$ cat config.mk
export PLATFORM = sky130hd
export DESIGN_NAME = example
export DESIGN_NICKNAME = d
export VERILOG_FILES = /design/src/rtl/example_pkg.sv /design/src/rtl/example_lut.sv /design/src/rtl/example.sv
export SDC_FILE = /design/constraint.sdc
export NUM_CORES = 1
export LEC_CHECK = 0
export BUFFER_PORTS_ARGS = -buffer_cell sky130_fd_sc_hd__clkbuf_2
export CAP_MARGIN = 40
export CORE_AREA = 2 2 39 41
export CTS_CLUSTER_SIZE = 24
export DETAILED_ROUTE_END_ITERATION = 8
export DIE_AREA = 0 0 41 43
export PLACE_DENSITY = 0.74
export SYNTH_ARGS = -nofsm -noshare
export SYNTH_HDL_FRONTEND = slang
export SYNTH_SLANG_ARGS = --single-unit
$ cat constraint.sdc
create_clock -name clk -period 3.23 [get_ports clk]
set_clock_uncertainty 0.05 [all_clocks]
set_input_delay 0.4845 -clock clk [delete_from_list [all_inputs] [get_ports clk]]
set_output_delay 0.4845 -clock clk [all_outputs]
set_load 0.05 [all_outputs]
$ cat src/rtl/example_pkg.sv
// Shared constants and index helper for the 4-input truth-table block.
// Defaults match the (x1&x2)|(x3&x4) function.
package example_pkg;

   localparam logic [15:0] EXAMPLE_DEFAULT_TT    = 16'hF888;
   localparam int          EXAMPLE_CNT_W_DEFAULT = 8;

   // x1 is the MSB of the lookup index, x4 the LSB.
   function automatic logic [3:0] idx4(input logic x1, input logic x2,
                                       input logic x3, input logic x4);
      return {x1, x2, x3, x4};
   endfunction

endpackage

$ cat src/rtl/example_lut.sv
// Stateless 16-entry lookup: y = tt[idx]. Zero latency, no flow control.
module example_lut
   import example_pkg::*;
(
   input  logic [3:0]  idx,
   input  logic [15:0] tt,
   output logic        y
);

   assign y = tt[idx];

endmodule

$ cat src/rtl/example.sv
// Truth-table function with registered copy, rising-edge pulse and saturating hit counter.
// f_comb is combinational; f/f_rise/hit_cnt have 1-cycle latency; no backpressure.
module example
   import example_pkg::*;
#(
   parameter logic [15:0] TRUTH_TABLE = EXAMPLE_DEFAULT_TT,
   parameter int          CNT_W       = EXAMPLE_CNT_W_DEFAULT
) (
   input  logic             clk,
   input  logic             rst_n,
   input  logic             x1,
   input  logic             x2,
   input  logic             x3,
   input  logic             x4,
   output logic             f_comb,
   output logic             f,
   output logic             f_rise,
   output logic [CNT_W-1:0] hit_cnt
);

   localparam logic [CNT_W-1:0] CNT_MAX = '1;

   logic [3:0] idx;

   assign idx = idx4(x1, x2, x3, x4);

   example_lut u_lut (
      .idx (idx),
      .tt  (TRUTH_TABLE),
      .y   (f_comb)
   );

   // f_rise compares the value being loaded against the current f, so a 1 on
   // the first edge after reset release also pulses.
   always_ff @(posedge clk or negedge rst_n) begin
      if (!rst_n) begin
         f       <= 1'b0;
         f_rise  <= 1'b0;
         hit_cnt <= '0;
      end else begin
         f      <= f_comb;
         f_rise <= f_comb & ~f;
         if (f_comb && (hit_cnt != CNT_MAX)) begin
            hit_cnt <= hit_cnt + CNT_W'(1);
         end
      end
   end

endmodule

# Word level (Yosys, flattened, before mapping)
# Memory sizes are Yosys's and may differ from the RTL's.
# Index checks and enable logic that the tools add are counted.
# Widths: inputs -> output; s select.
# totals
ff_bits,10
rom_bits,16
input_bits,6
output_inout_bits,11
elab_cells,11
mem_count,1
# classes
add_sub_neg,1
magnitude_cmp,1
eq_ne,1
n_mux,1
n_bitwise,2
n_reduce_logical,1
# memory_table
name,depth,width,read_ports,rd_clocked_by_memory_dff,write_ports,line,text
(no name shown),16,1,1,0,0,example_lut.sv:10,assign y = tt[idx];
# op_table
op,count
$add 8x1->8 const B,1
$ne 8x8->1 const B,1
$lt 4x5->1 const B,1
$and 1x1->1,1
$logic_and 1x1->1,1
$mux 1,1
$not 1->1,1

# Logic depth before layout (Yosys ltp)
# Gate-level depths: netlist of the first run.
# depth
ltp_word,3
mapped_depth,5
mapped_depth_nobuf,5

# Cells and area by module
# Synthesis of the first run repeated with hierarchy kept, for this count alone.
# unflattened
hier_cells,47
hier_area_um2,591.8
# modules_own_cells
module,instances,cells_per_inst,area_per_inst_um2,seq_area_each_um2
example,1,40,456.7,250.2
example_lut,1,7,135.1,0.0

# Least setup slack after synthesis of the first run
# Ideal clock, no wire load.
# synth_timing
path_type,flip-flop to flip-flop
from,register hit_cnt[0]
to,register hit_cnt[1]
setup_ps,128
arrival_ps,1743
t_required_ps,3052
slack_ps,1310
path_stages_with_launch,6
path_buffers,0
period_less_slack_ps,1920
path_cell_list,dfrtp_1 -> ha_1 -> nand2_2 -> nor3_2 -> or2_1 -> mux2_1
# synth_between
elab_chain_len,2
# synth_rtl
element,line,text
"start, declared",example.sv:18,output logic [CNT_W-1:0] hit_cnt
"start signal, assigned",example.sv:44,hit_cnt <= hit_cnt + CNT_W'(1);
"parallel branches: the longest is 2 deep, another holds $add 8x1->8",-,
# Several ways; the timed one is not identified.
# A chain may end at the register's enable or synchronous reset.

# Worst setup path after layout of the first run
# layout_timing
from,input x3
to,output f_comb
# layout_between
elab_chain_len,2
# layout_rtl
element,line,text
"start, declared",example.sv:13,"input logic x3,"
$mem_v2 16x1,-,
$mux 1 (implied by the code),example_lut.sv:10,
"end, declared",example.sv:15,"output logic f_comb,"
# No other way between the ends. The select of a mux whose other input is x is not followed.

==> results of run 1 <==
==> report_power, final <==
part	internal (W)	total, W	switching [W]
clock	0.0000684	0.000113	0.0000447
sequential	0.000173	0.000230	0.0000573
combinational	0.0000989	0.000360	0.000261
total	0.000341	0.000703	0.000363
==> sequential cells by signal, indices dropped and copies added (netlist names) <==
name / flops
hit_cnt: 8
f: 1
f_rise: 1
==> worst max-delay path: cells and delay by family <==
family	cells	cell delay (ns)
compound gates	1	0.26
buf+inv	3	0.41
==> final timing paths <==
| path | slack (ns) | endpoint | cells past startpoint |
|---|---|---|---|
| max | 1.54 | f_comb | 4 |
| min | 0.02 | hit_cnt[4] | 1 |
| max reg2reg | 1.55 | hit_cnt[1] | 5 |
| min reg2reg | 0.38 | f_rise | 1 |
| max in group asynchronous | 2.90 | hit_cnt[5] | 1 |
| min in group clk | 0.38 | f_rise | 1 |
==> placed cells by master (no fill, tap or decap), drive strengths merged, types with 2 or more instances in the layout <==
master / n
clkbuf: 20
dfrtp: 10
nand2: 5
mux2: 4
nor3: 4
a21oi: 3
nor2: 2
inv: 2
==> kinds of logic after synthesis <==
family | Yosys count
simple gates | 17
flops | 10
compound gates | 6
mux | 4
buf+inv | 2
xor+xnor | 1
fa+ha+maj | 1
==> per-layer routing <==
metal | vias up | global-route usage [%]
met3 | 4 | 5.24
met2 | 12 | 16.9
met1 | 187 | 15.0
met5 | - | 0
met4 | 0 | 8.00
li1 | 189 | -
==> per-stage QoR <==
| stage | power (W) | cells |
|---|---|---|
| after CTS | 0.000711 | 77 |
| after floorplan | 0.000510 | 41 |
| after detailed placement | 0.000595 | 73 |
| final | 0.000703 | 77 |
| after global placement | 0.000586 | 73 |
| after global routing | 0.000749 | 77 |
==> area by class of cell <==
class,instances,area [µm²]
multi-input combinational,29,244
clock buffer,4,36.3
fill,137,743
inverter,2,10.0
tap,16,20.0
sequential,10,250
timing repair buffer,16,80.1
==> results.md, run 1 <==
Job:
- Max-cap violations in this run came to 0.

Clocking:
- Clock-pin slew was measured on the worst setup and hold paths at approximately 0.070 ns.
- In this run, post-CTS repair resized a total of 0 instances.
- The post-CTS setup buffer count is 0.
- The TritonCTS sink count is 10.
- In this run the number of H-tree levels came out at 1.
- CTS placed an instance of clkbuf_4 at the clock tree root.
- Hold repair after CTS inserted 0 buffers.
- Buffers inserted during clock tree synthesis total 3.
- For the worst-skew pair, the clock arrives at the later sink with an insertion delay of ~0.27 ns.
- In this run the deepest clock path goes through 2 buffers.
- TritonCTS built the clock tree.

Yosys:
- Ranked by total cell area, the synthesized netlist is headed by dfrtp_1 50%, mux2_4 6.0%, mux2_1 4.5%.
- The number of enable flip-flop cells after synthesis is 0.
- The synthesized net count is between 40 and 50.
- The per-instance average area after synthesis is 12.3 µm².
- In the synthesized netlist the async set-or-reset flop fraction comes to 100%.
- The fraction of the yosys area taken by sequential cells is 49.6%.
- Of the post-synthesis cell area, the part taken by muxes is 10.4%.
- The simple-gate portion of the synthesized area is 22.3%.
- The instance count of the mapped netlist is 41.
- The top cell type by area accounts for roughly half of the synthesized area.
- The number of unique standard cell types used by synthesis is 22.
- After synthesis, the largest family of logic cells by area is simple AND/OR/NAND/NOR gates.
- The synthesized netlist devotes between 10% and 20% of its cell area to compound gates.
- The Yosys warning count is 0.
- The total of flip-flops plus latches after synthesis is 10.
- The adder and majority cell fraction of the synthesized area is around 2.5%.
- Of the total synthesized cell area, the portion taken by XOR and XNOR cells is roughly 1.7%.
- The commonest cells after synthesis are 10 x dfrtp_1, 3 x a21oi_1, 3 x nand2_1.
- dfrtp_1 is the most common cell in the netlist.
- dfrtp_1 takes more of the synthesized area than any other cell.
- The most instantiated flip-flop cell in the synthesis netlist is dfrtp_1.
- The cell area after synthesis is around 500 µm².

Die:
- The height of the die is between 40 and 50 µm.
- The number of placement rows is 14.
- The die covers 1760 µm².
- For this configuration, the core starts out at a cell density of a little over a third.
- The area of the core is between 1000 and 1500 µm².
- The die is around 41 µm wide.
- The top-level I/O count is 17.

Routing:
- The routed design has ~910 µm of wire.
- For this run, the detailed router's first-pass iteration total came to 4.
- The detailed router used layers up to and including met4.
- After detailed routing, the wire length on met1 is around 400 µm.
- Wire segments on met3 add up to approximately 50 µm in the final route.
- The average wire length per cell after detail routing is 11.8 µm.
- The number of routed nets with antenna violations is 0.
- Wire segments on met2 add up to 439 µm in the final route.
- In this run, the number of DRC markers left after iteration 0 of detailed routing was 4.
- The via count is 392.
- The number of design rule violations left after detail routing is 0.
- The via count normalized by instance count is slightly above 5.

Final layout:
- The final instance area is roughly 640 µm².
- Relative to the synthesized area, the layout overhead comes to 27.0%.
- For this run, the post-layout net count is 69.
- The number of antenna diodes in the final layout is 0.
- Cells fill approximately 46% of the core in the end.
- Of the cells placed in the final design, the portion with a size suffix greater than 1 is approximately half.

Power and ir drop:
- For this design the static power due to leakage is roughly 0.31 nW.
- The peak supply drop is around 0.00055 V.
- Dividing total power by cell area gives a power density of ~1100 nW/µm².

Timing:
- The worst-case setup margin in the final layout is roughly 1.5 ns.
- Headroom to the max-slew limit came out at between 80% and 90%.
- The final-report max-slew violation count came to 0.
- Setup violations remaining at the end of the flow were counted as 0.
- For the pin with the worst max-slew slack, the measured transition is about 0.28 ns.
- The final critical delay including setup and external delays is 1.69 ns.
- Setup repair after global routing left no endpoint under its margin.
- Static timing analysis puts the maximum clock frequency at just under 600 MHz.
- The hold violation count in the final report is 0.
- The final worst-path cycle share is roughly 52%.
- The worst hold margin is 0.0187 ns.
- In the final timing run, aggregate negative setup slack is 0 ns.

Critical path:
- The critical path startpoint category is an input pin.
- The launch point of the worst reg-to-reg path is hit_cnt[0].
- The most critical setup path has its startpoint at x3.
- Traced cell by cell, the critical path runs through clkbuf_2, a22oi_4, inv_4, clkbuf_2.
- The largest individual stage delay along the critical path comes from the cell a22oi_4.
- The maximum fanout count along the critical path is 5.
- The arrival time at the worst endpoint is between 1 and 1.5 ns.
- STA classifies the critical path endpoint as an output pin.
- The cell repeated most along the worst path is clkbuf_2.
- The critical path is of the input pin to output pin type.
- For the worst setup path, the data required time is 2.70 ns.
- In this design, the stage delay of the slowest critical-path cell is between 0.2 and 0.3 ns.

Placement:
- The placed instances occupy a cell area of between 600 and 700 µm².
- OpenSTA, run right after detailed placement, puts the worst setup slack at between 1.5 and 2 ns.
- The last weighted congestion value of the routability-driven placer is around 0.76.
- The count of buffers inserted at the top-level ports is 16.
- Detailed placement finished with a half-perimeter wire length of just over 700 µm.

GRT:
- The total grt overflow is 0.
- The largest net degree at the start of global routing is 11.
- The via count of the first global-routing pass is ~330.
- The number of antenna violations at the first check in global routing is 0.
- The first global-routing pass estimated 1410 µm of wire.
- Global routing consumed, over all layers together, 12.3% of the routing resources.

Run status:
- The flow ran to the end, and the final reports show no timing, DRC or antenna violations.

Min path:
- The type of the worst min-delay path is input pin to asynchronous set/reset pin.
Power figures use the tool's default switching activity.
==> run 2: changes to the inputs <==
==> constraint.sdc (replaced) <==
create_clock -name clk -period 1.76 [get_ports clk]
set_clock_uncertainty 0.05 [all_clocks]
set_input_delay 0.264 -clock clk [delete_from_list [all_inputs] [get_ports clk]]
set_output_delay 0.264 -clock clk [all_outputs]
set_load 0.05 [all_outputs]
==> results.md, run 2 (synthesis results as in run 1) <==
Run status:
- The run finished with clean final reports.

Routing:
- In the routed layout, each cell is associated on average with a via count of about 5.2.
- For this block, the initial DRC count from the detailed router was 5.
- Dividing the detail-routed wire length by the instance count gives 12.6 µm.
- The number of design rule violations left after detail routing is 0.
- The count of nets left with antenna violations once routing finished came out at 0.
- The via count is slightly above 400.
- For this run, the detailed router's first-pass iteration total came to 4.
- The total length of routed wires is a little under 1000 µm.

Final layout:
- The area used by multi-input combinational logic is around 240 µm².
- In the layout the commonest cells are 16 x clkbuf_2, 8 x dfrtp_1, 3 x a21oi_1, 3 x nand2_1, 3 x clkbuf_4.
- The storage element area is about 250 µm².
- Once layout is done, the placed cells without fillers occupy 653 µm².
- Relative to the synthesized area, the layout overhead comes to 29.5%.
- The library cell used most frequently in the layout, excluding fill and tap cells, is clkbuf_2.
- The post-route netlist has between 50% and 60% of its cells at a drive strength greater than 1.
- The number of flip-flops under the largest register name is 8.
- The share of the core filled with cells in the final layout is a little under half.
- The largest registers in the layout are hit_cnt (8), f (1), f_rise (1).
- Counting the fill cells in the layout gives 138.
- Counting flops per register, the top entry is hit_cnt.
- The count of antenna diodes in the layout is 0.
- The number of nets in the layout is 70.

Clocking:
- Clock-pin slew was measured on the worst setup and hold paths at 0.07 ns.
- The number of buffers created by CTS is 3.
- The clock tree from TritonCTS is yes.
- The number of levels in the clock H-tree is 1.
- The clock network latency to the later pin of the worst-skew pair is 0.28 ns.
- The clock root buffer is clkbuf_4.
- The maximum buffer depth of the clock tree is 2.
- The TritonCTS sink count is 10.
- The number of gates resized after cts is 0.

GRT:
- The largest net degree at the start of global routing is 11.
- The met3 routing resource usage after global routing is under 10%.
- met2 is the most crowded layer.
- Global routing used 13.9% of the available tracks across all layers.
- The first-pass GRT wire length is between 1500 and 2000 µm.
- The via count of the first global-routing pass is ~370.
- The total overflow left after global routing is 0.
- The number of antenna violations at the first check in global routing is 0.
- The routing usage on met1 is approximately an eighth.
- Global routing consumed, on the met2 layer, 20.0% of the routing resources.

Critical path:
- Tracing the worst setup path back leads to its startpoint at hit_cnt[0].
- The launch point of the worst reg-to-reg path is hit_cnt[0].
- The arrival time at the worst endpoint is between 1.5 and 2 ns.
- The number of buffer and inverter instances along the worst setup path is 0.
- STA classifies the critical path endpoint as a flip-flop.
- The top cell family by delay on the critical path is simple AND/OR/NAND/NOR gates.
- Across all register-to-register paths, the minimum setup slack is about 0.11 ns.
- The required time reported for the critical path endpoint is 1.87 ns.
- The critical path goes through ha_1, nand2_2, nor3_2, or2_1, mux2_1.
- In this design, the stage delay of the slowest critical-path cell is approximately 0.41 ns.
- STA classifies the critical path startpoint as a flip-flop.
- On the critical path, the stage with the largest delay is an instance of dfrtp_2.
- The maximum fanout count along the critical path is 4.
- The kind of critical path is flip-flop to flip-flop.

Timing:
- Setup violations remaining at the end of the flow were counted as 0.
- At the pin with the least slew margin, the transition time is 0.277 ns.
- Measured against its own limit, the worst slew margin works out to between 80% and 90%.
- The final-report max-slew violation count is 0.
- The worst-case setup margin in the final layout is roughly 0.11 ns.
- Setup repair after global routing left no endpoint under its margin.
- The hold violation count in the final report is 0.
- The sum of negative setup slack is 0 ns.
- The final worst-path cycle share is around 94%.
- The highest achievable clock rate is 605 MHz.
- For the finished layout, the period the worst path requires is between 1.5 and 2 ns.

Die:
- During I/O placement, the number of pins put on the boundary was 17.
- The floorplan has 14 rows.
- The height of the die is approximately 43 µm.
- The floorplan step defined a die boundary enclosing between 1500 and 2000 µm².
- The effective utilization at floorplan is 36.4%.
- The region available for standard cell placement spans roughly 1400 µm².
- The horizontal extent of the die is approximately 40 µm.

Power and ir drop:
- Overall power consumption after layout is estimated at between 0.001 and 0.0015 W.
- VDD sags by at most about 0.00082 V.
- For this design the ratio of total power to cell area is 2000 nW/µm².
- In this run the static leakage power is 0.312 nW.

Job:
- The tool flagged a number of max-cap violations equal to 0.

Placement:
- The area of placed instances is between 600 and 700 µm².
- At the placement stage, the worst setup path has a slack of approximately 0.15 ns.
- Routability-driven placement finished with a final weighted congestion of just under 0.8.
- The final HPWL from detailed placement is 750 µm.
- The count of buffers added on input and output ports is 16.

Min path:
- In this run the most critical hold path is launched from x2.
- The type of the worst min-delay path is input pin to flip-flop.
==> run 2: final cells by class <==
type | count | area share [%]
flip-flops and latches | 10 | 38.7
clock buffers | 4 | 5.56
repair buffers | 17 | 13.8
inverters | 2 | 1.53
well taps | 16 | 3.07
multi-input cells | 29 | 37.4
==> run 2: power breakdown <==
part / internal (W) / leakage, nW / switching, W
sequential: 0.000322 / 0.120 / 0.000111
clock: 0.000126 / 0.0210 / 0.0000914
combinational: 0.000182 / 0.171 / 0.000476
==> run 2: worst reg2reg max path: stages, from the launching register on <==
cell     delay (ns)
dfrtp_2        0.41
ha_1           0.22
nand2_2        0.11
nor3_2         0.26
or2_1          0.18
mux2_1         0.32
==> run 2: repair_timing <==
action | 4_1_cts | 5_1_grt
endpoints found under the setup margin | 0 | 0
setup buffers | 0 | 0
hold endpoints to repair | 10 | 0
hold buffers | 1 | 0
==> run 2: path summary, 6_finish.rpt <==
path | end | depth (start not counted)
worst max-delay path | hit_cnt[1] | 5
worst min-delay path | f | 3
worst max register to register | hit_cnt[1] | 5
worst min register to register | f_rise | 1
max in group asynchronous | hit_cnt[0] | 2
min in group asynchronous | hit_cnt[7] | 2
==> run 2: layer usage <==
metal / share of wire, % / wire length [µm]
met1: 40 / 393
met2: 50 / 489
met3: 5.0 / 49
met4: 4.7 / 46
met5: 0 / 0
==> run 2: per-stage QoR <==
step / cells / hold slack (ns)
floorplan: 41 / -0.0816
global placement: 73 / 0.0937
detailed placement: 73 / 0.0962
CTS: 78 / 0.235
global route: 78 / 0.226
finish: 78 / 0.240
==> run 3: changes to the inputs <==
--- a/config.mk
+++ b/config.mk
@@ -8,7 +8,6 @@
 export BUFFER_PORTS_ARGS = -buffer_cell sky130_fd_sc_hd__clkbuf_2
 export CAP_MARGIN = 40
 export CORE_AREA = 2 2 39 41
-export CTS_CLUSTER_SIZE = 24
 export DETAILED_ROUTE_END_ITERATION = 8
 export DIE_AREA = 0 0 41 43
 export PLACE_DENSITY = 0.74
==> constraint.sdc (replaced) <==
create_clock -name clk -period 1.76 [get_ports clk]
set_clock_uncertainty 0.05 [all_clocks]
set_input_delay 0.264 -clock clk [delete_from_list [all_inputs] [get_ports clk]]
set_output_delay 0.264 -clock clk [all_outputs]
set_load 0.02 [all_outputs]
==> results.md, run 3 (synthesis results as in run 1) <==
GRT:
- Summed over all layers, the global routing overflow is 0.
- The aggregate global-route resource usage is between 10 and 15%.
- The via count of the first global-routing pass came to between 300 and 400.
- The largest net degree at the start of global routing is 11.
- The number of antenna violations at the first check in global routing is 0.
- The first-pass GRT wire length is 1410 µm.

Clocking:
- TritonCTS built the clock tree.
- In this run, CTS created clock tree buffers numbering 3.
- The number of levels in the clock H-tree is 1.
- The clock net in this run drives a total of 10 sinks.
- The clock transition at the registers of the reported paths is around 0.060 ns.
- The maximum buffer depth of the clock tree is 2.
- The clock network latency to the later pin of the worst-skew pair is ~0.26 ns.
- The clock root buffer is clkbuf_4.

Routing:
- After detailed routing, the number of remaining DRC violations is 0.
- The via count normalized by instance count is 4.96.
- The total met2 wirelength after detailed routing is roughly 490 µm.
- The initial detailed-routing violation count is 1.
- The met1 wire length is 405 µm.
- The total length of routed wires is 961 µm.
- The average wire length per cell after detail routing is between 10 and 15 µm.
- The first-pass detailed-route iteration total is 4.
- The routed design uses roughly 45 µm of met3 wire.
- The final route contains between 300 and 400 vias.
- The number of routed nets with antenna violations is 0.
- The topmost layer with routed signal wires is met4.

Timing:
- In the post-route analysis, the smallest setup slack over all paths is approximately 0.12 ns.
- Setup repair after global routing left no endpoint under its margin.
- The final critical delay including setup and external delays is 1.64 ns.
- The number of setup violations in the final report is 0.
- The highest achievable clock rate is between 600 and 700 MHz.
- In the finished design, the share of the clock period the worst path needs comes to 92.9%.
- The worst slew margin relative to its limit is approximately 83%.
- The sum of negative setup slack is 0 ns.
- The worst-margin pin slew is ~0.26 ns.
- The hold violation count in the final report came to 0.
- The final-report max-slew violation count is 0.

Placement:
- Prior to clock tree synthesis, the placed netlist has a worst setup slack of between 0.1 and 0.15 ns.
- The count of buffers inserted at the top-level ports is 16.
- At the end of routability-driven placement, the weighted congestion stood at 0.765.
- After detailed placement, the design holds a cell count of 73.

Die:
- The area of the core is ~1400 µm².
- The horizontal extent of the die is between 40 and 50 µm.
- The effective utilization at floorplan is a little over a third.
- The height of the die is 43 µm.
- The number of placement rows is 14.
- The top-level I/O count is 17.
- The die covers around 1800 µm².

Critical path:
- Walking the worst path, the cells encountered are ha_1, nand2_2, nor3_2, or2_1, mux2_1.
- Of all nets on the critical path, the largest fanout is 4.
- The kind of end point of the critical path is a flip-flop.
- The top cell family by delay on the critical path is simple AND/OR/NAND/NOR gates.
- The number of cells traversed by the worst register-to-register path is 5.
- The critical path in this run is classified as flip-flop to flip-flop.
- The required time reported for the critical path endpoint is approximately 1.9 ns.
- The number of buffer and inverter instances along the worst setup path is 0.
- The critical path startpoint category is a flip-flop.
- Counting buffers and inverters, the worst setup path is 5 cells deep.
- At the worst endpoint, the arrival time is around 1.7 ns.
- The largest individual stage delay along the critical path comes from the cell dfrtp_1.
- The highest cell delay on the worst timing path is around 0.40 ns.

Final layout:
- The largest register by flop count is hit_cnt.
- The count of non-filler cells in the finished layout is just under 80.
- The number of fill cells in the layout is roughly 130.
- The post-route netlist has between 50% and 60% of its cells at a drive strength greater than 1.
- The library cells used most frequently in the layout, excluding fill and tap cells, are 16 x clkbuf_2, 9 x dfrtp_1, 3 x a21oi_1, 3 x nand2_1, 3 x clkbuf_4.
- Leaving out fill and tap cells, the most frequent cell in the layout is clkbuf_2.
- The largest registers in the layout are hit_cnt (8), f (1), f_rise (1).
- Compared with the post-synthesis result, the final layout area differs by 26.6%.
- The net count of the finished layout is 70.
- The register with the most flip-flops in the layout has 8 of them.
- The count of antenna diodes in the layout is 0.

Power and ir drop:
- The share of total power dissipated in combinational logic is between 40% and 50%.
- IR analysis of the VDD net gives a maximum drop of roughly 0.00059 V.
- For this design the static power due to leakage is around 0.3 nW.
- For this design the total switching power over the nets is about 0.00045 W.
- Net switching is between 40% and 50% of the power.
- The power consumption is a little over 0.001 W.
- The clock network is responsible for 14.7% of the overall power.
- The internal power is slightly below 0.0006 W.
- Of the total power, registers draw a little over two fifths.
- In this run the power density over the cells is about 1600 nW/µm².

Min path:
- The count of cells along the worst hold path is 3.
- The min-delay analysis places its worst path in the category input pin to flip-flop.

Job:
- The count of max-cap constraint violations is 0.

Run status:
- The run finished with clean final reports.
run 3: layout make-up:
type	instances	area (µm²)	share of cell area (%)
sequential	10	251	39.4
clock buffer	3	22.5	3.53
timing repair buffer	17	90.1	14.1
inverter	2	10.0	1.57
multi-input combinational	29	244	38.2
tap	16	20.0	3.14
run 3: path summary, 6_finish.rpt:
kind / from / to / slack (ns)
setup / recovery: hit_cnt[1] / hit_cnt[1] / 0.12
hold / removal: x2 / f / 0.25
setup reg to reg: hit_cnt[1] / hit_cnt[1] / 0.12
hold reg to reg: f / f_rise / 0.41
max in group asynchronous: rst_n / hit_cnt[0] / 1.08
min in group asynchronous: rst_n / hit_cnt[6] / 0.36
run 3: worst reg2reg max path, cell delays in order (launching register included):
cell     delay [ns]
dfrtp_1        0.40
ha_1           0.22
nand2_2        0.10
nor3_2         0.25
or2_1          0.18
mux2_1         0.32
run 3: layer usage:
layer	vias to the layer above	GRT usage, %
li1	188	-
met1	178	13.5
met2	12	18.4
met3	4	4.71
met4	0	10.0
met5	-	0
run 3: power by group through the flow:
| stage | registers [W] | logic, W | clock network [W] |
|---|---|---|---|
| finish | 0.000429 | 0.000452 | 0.000152 |
| floorplan | 0.000522 | 0.000212 | 0 |
| detailed placement | 0.000432 | 0.000454 | 0 |
| CTS | 0.000428 | 0.000457 | 0.000158 |
| global placement | 0.000425 | 0.000448 | 0 |
| global route | 0.000448 | 0.000491 | 0.000169 |
run 3: what timing repair did:
| item | in CTS | in global routing |
|---|---|---|
| gates resized for setup | 0 | 1 |
| setup endpoints to repair | 0 | 1 |
| buffers inserted | 0 | 0 |
| hold buffers | 1 | 0 |
| endpoints found under the hold margin | 10 | 0 |
run 3: metrics by stage:
step | instance area [µm²] | hold WS [ns] | utilization (%)
finish | 638 | 0.253 | 46.1
global route | 638 | 0.252 | 46.1
CTS | 637 | 0.247 | 46.0
detailed placement | 604 | 0.0937 | 43.7
global placement | 604 | 0.0929 | 43.7
floorplan | 504 | -0.0816 | -
